**config.mk**
```make
export PLATFORM = sky130hd
export DESIGN_NAME = simon_key_schedule_flat
export DESIGN_NICKNAME = d
export VERILOG_FILES = /design/src/rtl/simon_pkg.sv /design/src/rtl/simon_key_schedule_if.sv /design/src/rtl/simon_key_round.sv /design/src/rtl/simon_key_schedule.sv /design/src/flat_wrapper.sv
export SDC_FILE = /design/constraint.sdc
export NUM_CORES = 1
export LEC_CHECK = 0
export BUFFER_PORTS_ARGS = -buffer_cell sky130_fd_sc_hd__buf_2
export CAP_MARGIN = 25
export CORE_ASPECT_RATIO = 1.2
export CORE_MARGIN = 2
export CORE_UTILIZATION = 53
export DETAILED_ROUTE_END_ITERATION = 6
export GPL_ROUTABILITY_DRIVEN = 1
export GPL_TIMING_DRIVEN = 0
export PLACE_DENSITY = 0.89
export SKIP_LAST_GASP = 1
export SYNTH_ARGS = -nofsm -noshare
export SYNTH_HDL_FRONTEND = slang
export SYNTH_SLANG_ARGS = --single-unit
```
**constraint.sdc**
```tcl
create_clock -name clk -period 2.8 [get_ports clk]
set_input_delay 0.14 -clock clk [delete_from_list [all_inputs] [get_ports clk]]
set_output_delay 0.14 -clock clk [all_outputs]
set_load 0.05 [all_outputs]
```
**src/rtl/simon_pkg.sv**
```systemverilog
// Shared constants, FSM state type and rotate helper for the SIMON 128/128 key schedule.
// The schedule is the m=2 variant only, so KEY_SIZE is always twice WORD_SIZE.
package simon_pkg;

  localparam int WORD_SIZE = 64;
  localparam int KEY_SIZE  = 2 * WORD_SIZE;
  localparam int ROUNDS    = 68;
  localparam int Z2_LEN    = 62;

  localparam logic [WORD_SIZE-1:0] C = ~WORD_SIZE'(3);

  // The leftmost character of the published z2 string is bit 61, so it is bit 0 of the sequence.
  localparam logic [Z2_LEN-1:0] Z2 = 62'b10101111011100000011010010011000101000010001111110010110110011;

  localparam logic [7:0] LAST_IDX = 8'(ROUNDS - 1);
  localparam logic [5:0] ZPTR_MAX = 6'(Z2_LEN - 1);

  typedef enum logic {
    IDLE = 1'b0,
    RUN  = 1'b1
  } state_t;

  function automatic logic [WORD_SIZE-1:0] ror(input logic [WORD_SIZE-1:0] x, input int r);
    return (x >> r) | (x << (WORD_SIZE - r));
  endfunction

  function automatic logic z2_bit(input logic [5:0] ptr);
    return Z2[ZPTR_MAX - ptr];
  endfunction

endpackage

```
**src/rtl/simon_key_schedule_if.sv**
```systemverilog
// Round-key stream from the key schedule to the round datapath.
// Valid/ready handshake: a key transfers on any cycle with rk_valid and rk_ready both high.
interface simon_key_schedule_if;
  import simon_pkg::*;

  logic [WORD_SIZE-1:0] rk_out;
  logic                 rk_valid;
  logic                 rk_ready;
  logic [7:0]           rk_index;
  logic                 rk_last;

  modport master (
    output rk_out,
    output rk_valid,
    output rk_index,
    output rk_last,
    input  rk_ready
  );

  modport slave (
    input  rk_out,
    input  rk_valid,
    input  rk_index,
    input  rk_last,
    output rk_ready
  );

endinterface

```
**src/rtl/simon_key_round.sv**
```systemverilog
// One step of the m=2 SIMON key recurrence: k(i+2) from k(i), k(i+1) and the current z2 bit.
// Purely combinational so the same block can serve a future decryption key path.
module simon_key_round
  import simon_pkg::*;
(
  input  logic [WORD_SIZE-1:0] i_ka,
  input  logic [WORD_SIZE-1:0] i_kb,
  input  logic                 i_zbit,
  output logic [WORD_SIZE-1:0] o_knew
);

  logic [WORD_SIZE-1:0] w_rot3;
  logic [WORD_SIZE-1:0] w_tmp;
  logic [WORD_SIZE-1:0] w_zword;

  assign w_rot3  = ror(i_kb, 3);
  assign w_tmp   = w_rot3 ^ ror(w_rot3, 1);
  assign w_zword = {{(WORD_SIZE-1){1'b0}}, i_zbit};
  assign o_knew  = C ^ w_zword ^ i_ka ^ w_tmp;

endmodule

```
**src/rtl/simon_key_schedule.sv**
```systemverilog
// SIMON 128/128 round-key generator: latches the master key on start and streams
// k0..k(ROUNDS-1) over a valid/ready handshake, holding only the two most recent key words.
module simon_key_schedule
  import simon_pkg::*;
(
  input  logic                clk,
  input  logic                reset,
  input  logic                start,
  input  logic [KEY_SIZE-1:0] key_in,
  simon_key_schedule_if.master rk_if,
  output logic                busy,
  output logic                done
);

  state_t               r_state, w_state_next;
  logic [WORD_SIZE-1:0] r_ka, w_ka_next;
  logic [WORD_SIZE-1:0] r_kb, w_kb_next;
  logic [7:0]           r_index, w_index_next;
  logic [5:0]           r_zptr, w_zptr_next;
  logic                 r_done, w_done_next;
  logic [WORD_SIZE-1:0] w_knew;
  logic                 w_zbit;
  logic                 w_xfer;
  logic                 w_last;

  assign w_zbit = z2_bit(r_zptr);

  simon_key_round u_round (
    .i_ka   (r_ka),
    .i_kb   (r_kb),
    .i_zbit (w_zbit),
    .o_knew (w_knew)
  );

  assign w_xfer = (r_state == RUN) && rk_if.rk_ready;
  assign w_last = (r_index == LAST_IDX);

  always_comb begin
    w_state_next = r_state;
    w_ka_next    = r_ka;
    w_kb_next    = r_kb;
    w_index_next = r_index;
    w_zptr_next  = r_zptr;
    w_done_next  = 1'b0;
    case (r_state)
      IDLE: begin
        if (start) begin
          w_ka_next    = key_in[WORD_SIZE-1:0];
          w_kb_next    = key_in[KEY_SIZE-1:WORD_SIZE];
          w_index_next = 8'd0;
          w_zptr_next  = 6'd0;
          w_state_next = RUN;
        end
      end
      RUN: begin
        if (w_xfer) begin
          w_ka_next   = r_kb;
          w_kb_next   = w_knew;
          w_zptr_next = (r_zptr == ZPTR_MAX) ? 6'd0 : r_zptr + 6'd1;
          // Index returns to 0 after the final key so it never reads past ROUNDS-1.
          if (w_last) begin
            w_index_next = 8'd0;
            w_done_next  = 1'b1;
            w_state_next = IDLE;
          end else begin
            w_index_next = r_index + 8'd1;
          end
        end
      end
      default: w_state_next = IDLE;
    endcase
  end

  always_ff @(posedge clk) begin
    if (reset) begin
      r_state <= IDLE;
      r_ka    <= '0;
      r_kb    <= '0;
      r_index <= 8'd0;
      r_zptr  <= 6'd0;
      r_done  <= 1'b0;
    end else begin
      r_state <= w_state_next;
      r_ka    <= w_ka_next;
      r_kb    <= w_kb_next;
      r_index <= w_index_next;
      r_zptr  <= w_zptr_next;
      r_done  <= w_done_next;
    end
  end

  assign rk_if.rk_out   = r_ka;
  assign rk_if.rk_valid = (r_state == RUN);
  assign rk_if.rk_index = r_index;
  assign rk_if.rk_last  = (r_state == RUN) && w_last;
  assign busy           = (r_state == RUN);
  assign done           = r_done;

endmodule

```
**src/flat_wrapper.sv**
```systemverilog
// flat-port wrapper written by rule: the top's interface ports become plain ports
module simon_key_schedule_flat import simon_pkg::*;
  (clk, reset, start, key_in, busy, done, rk_if_rk_out, rk_if_rk_valid, rk_if_rk_index, rk_if_rk_last, rk_if_rk_ready);
  simon_key_schedule_if rk_if_i ();
  input  logic clk;
  input  logic reset;
  input  logic start;
  input  logic [KEY_SIZE-1:0] key_in;
  output logic busy;
  output logic done;
  output wire logic [$bits(rk_if_i.rk_out)-1:0] rk_if_rk_out;
  output wire logic [$bits(rk_if_i.rk_valid)-1:0] rk_if_rk_valid;
  output wire logic [$bits(rk_if_i.rk_index)-1:0] rk_if_rk_index;
  output wire logic [$bits(rk_if_i.rk_last)-1:0] rk_if_rk_last;
  input wire logic [$bits(rk_if_i.rk_ready)-1:0] rk_if_rk_ready;
  assign rk_if_rk_out = rk_if_i.rk_out;
  assign rk_if_rk_valid = rk_if_i.rk_valid;
  assign rk_if_rk_index = rk_if_i.rk_index;
  assign rk_if_rk_last = rk_if_i.rk_last;
  assign rk_if_i.rk_ready = rk_if_rk_ready;
  simon_key_schedule u_core (.clk(clk), .reset(reset), .start(start), .key_in(key_in), .rk_if(rk_if_i), .busy(busy), .done(done));
endmodule
```
==> flow_metrics.py <==
metrics = {
    "hold_path": {
        "min_path_type": "input port to register",
        "min_from": "key_in[64]",
    },
    "yosys": {
        "syn_avg_cell_area_um2": 8.512,
        "synth_adder_area_share_pct": 1.472,
        "synth_seq_cells": 144,
        "ys_seq_area_share_pct": 37.67,
        "synth.area.mux_share_pct": 9.058,
        "syn_nets": 1040,
        "netlist_area_um2": 7652,
        "synth_edf_count": 0,
        "synth_compound_area_share_pct": 19.33,
        "synth.distinct_cells": 39,
        "synthArstFlopShare_pct": 0,
        "synth_ff_type": "dfxtp_1",
        "synth_top_family_by_area": "compound AO/OA/AOI/OAI gates",
        "yosysWarnings": 0,
        "synth-xor-area-share_pct": 15.09,
        "syn_inst": 899,
        "yosys.area_share.simple_pct": 13.57,
    },
    "timing": {
        "max_slew.worst_pin.slew_ps": 813.1,
        "rsz0062_at_grt": "no",
        "clock_skew_ps": 6.444,
        "tns_ps": 0,
        "period_share_pct": 91.14,
        "fmax_ghz": 0.3919,
        "setup_viol": 0,
        "period_needed_ps": 2552,
        "slew_viol_final": 0,
        "finalHoldViolCount": 0,
        "slew_headroom_pct": 45.79,
    },
    "global_route": {
        "use_met1_pct": 35.03,
        "grtUsageMet2_pct": 51.56,
        "grt_pass1_vias": 7293,
        "grt_pass1_wl_mm": 35.68,
        "track_usage_pct": 29.25,
        "antenna_found_initial": 0,
        "top_usage_layer": "met2",
        "grtUsageMet3_pct": 7.472,
        "overflow": 0,
        "grt_max_degree": 17,
    },
    "worst_setup_path": {
        "cp.required_ps": 3080,
        "crit_arrival_ps": 2830,
        "path_max_fanout": 10,
        "r2r-start": "u_core.busy$_SDFF_PP0_",
        "critPathLaunch": "u_core.busy$_SDFF_PP0_",
        "crit_type": "register to register",
        "endpoint_kind": "register",
        "start_kind": "register",
    },
    "clocking": {
        "clk_latency_ps": 430,
        "cts_tree": "yes",
        "numClockSinks": 144,
        "h-tree-depth": 4,
        "clock_path_buffers": 2,
        "clk_pin_slew_ps": 60,
        "cts_setup_buffers": 0,
        "cts_buffers": 17,
        "cts-root-buf": "clkbuf_16",
    },
    "final_layout": {
        "areaGrowthSynthToFinish_pct": 24.80,
        "finalNetCount": 1266,
        "drive_gt1_share_pct": 22.34,
        "nFillCells": 1164,
        "fin_util_pct": 67.10,
        "post-route-cell-area_um2": 9550,
    },
    "die": {
        "die_x_um": 113.7,
        "die-area_um2": 15420,
        "row_count": 48,
        "num_io_pins": 208,
        "placeableCoreArea_um2": 14230,
        "initial_core_util_pct": 53.76,
        "fp.dieH_um": 135.6,
    },
    "drt": {
        "via_count": 7544,
        "drtPass1Iterations": 5,
        "drc": 0,
        "ant_nets": 0,
        "wl_mm": 22.75,
        "routed_via_density": 5.746,
        "first_iter_violations": 601,
        "wl_per_cell_um": 17.33,
    },
    "flow_run": {
        "maxCapViolations": 0,
    },
    "placed_design": {
        "place_congestion": 0.9172,
        "port_buffers": 206,
        "hpwl_mm": 16.35,
        "place_area_um2": 8902,
    },
    "power": {
        "p_leak_nw": 3.915,
        "total_power_mw": 6.629,
        "irDropWorstVdd_v": 0.0005330,
        "power-per-cell-area_nw_per_um2": 694.1,
    },
    "status": {
        "outcome": "finished, final reports clean",
    },
}
[per-stage QoR]
step | std cells | hold WS, ps | setup WS, ps
after floorplan | 899 | 312.0 | 746.9
after global placement | 1280 | 433.3 | 338.3
after detailed placement | 1280 | 442.1 | 318.9
after CTS | 1312 | 35.19 | 57.33
after global routing | 1312 | 35.75 | 113.3
final | 1313 | 36.93 | 248.0
[what timing repair did]
item / in CTS / in global routing
endpoints found under the hold margin: 1 / 0
setup endpoints to repair: 0 / 1
gates resized for setup: 0 / 2
hold buffers: 1 / 0
[synth_stat cells (all sizes together) (4+ instances only)]
library cell	number	area (µm²)
dfxtp	144	2883
a21oi	72	360.4
mux2i	67	670.6
a211oi	129	968.4
nor2	213	799.5
o21ai	7	35.03
a311oi	4	35.03
xnor2	128	1121
clkbuf	53	198.9
buf	18	85.08
ha	9	112.6
and3	5	36.28
nand3	6	30.03
nand2	11	41.29
[critical path, stage by stage, from the launching register on]
cell and delay, ps:
dfxtp_1 470, buf_2 260, and2_1 160, buf_2 220, or2_1 170, clkbuf_1 450
clkbuf_1 520, a211oi_1 150
[cells by family after synthesis]
kind of cell	Yosys count
xor gates and xnor gates	131
buffers and inverters	73
muxes	68
AOI/OAI and AO/OA	221
adders and majority gates	9
and+or+nand+nor	253
DFF	144
[layer usage]
layer	vias up	wire length, µm
li1	3591	-
met1	3598	9431
met2	312	11270
met3	43	1665
met4	0	381
met5	-	0
[layout make-up]
| type | count | area, µm² | share of cell area [%] |
|---|---|---|---|
| Sequential cell | 144 | 2883 | 30.18 |
| Buffer | 71 | 285.3 | 2.987 |
| Tap cell | 175 | 219.0 | 2.293 |
| Clock buffer | 20 | 446.7 | 4.677 |
| Antenna cell | 1 | 2.502 | 0.02620 |
| Multi-Input combinational cell | 682 | 4478 | 46.89 |
| Timing Repair Buffer | 207 | 1041 | 10.90 |
| Inverter | 2 | 7.507 | 0.07861 |
| Clock inverter | 11 | 187.7 | 1.965 |
[cell usage in the layout (no fill, tap or decap), types with 7 or more instances in the layout]
cell / Yosys / final
clkbuf_16: 0 / 17
mux2i_1: 67 / 67
a211oi_1: 129 / 129
nor2_1: 213 / 213
xnor2_1: 128 / 128
o21ai_0: 7 / 7
ha_1: 9 / 9
buf_2: 11 / 217
a21oi_1: 72 / 72
nand2_1: 11 / 11
dfxtp_1: 144 / 144
clkbuf_1: 53 / 54
[flip-flops by register name, summed over array words and instances (netlist names)]
signal and count:
u_core.r_kb 64, u_core.done 1, u_core.busy 1, u_core.rk_if.rk_index 8
u_core.r_zptr 6, u_core.rk_if.rk_out 64
[path summary, 6_finish.rpt]
check,end,slack [ps],cells after the start
worst max register to register,u_core.rk_if.rk_out[60]$_SDFFE_PP0P_,250,7
worst min-delay path,u_core.r_kb[0]$_SDFFE_PP0P_,40,5
worst max-delay path,u_core.rk_if.rk_out[60]$_SDFFE_PP0P_,250,7
worst min register to register,u_core.rk_if.rk_out[4]$_SDFFE_PP0P_,530,2
[where the power goes]
group	switching, mW	internal (mW)
sequential	0.234	2.24
clock	0.897	1.59
combinational	1.01	0.658
Note: power is estimated with default switching activity, not from simulation.
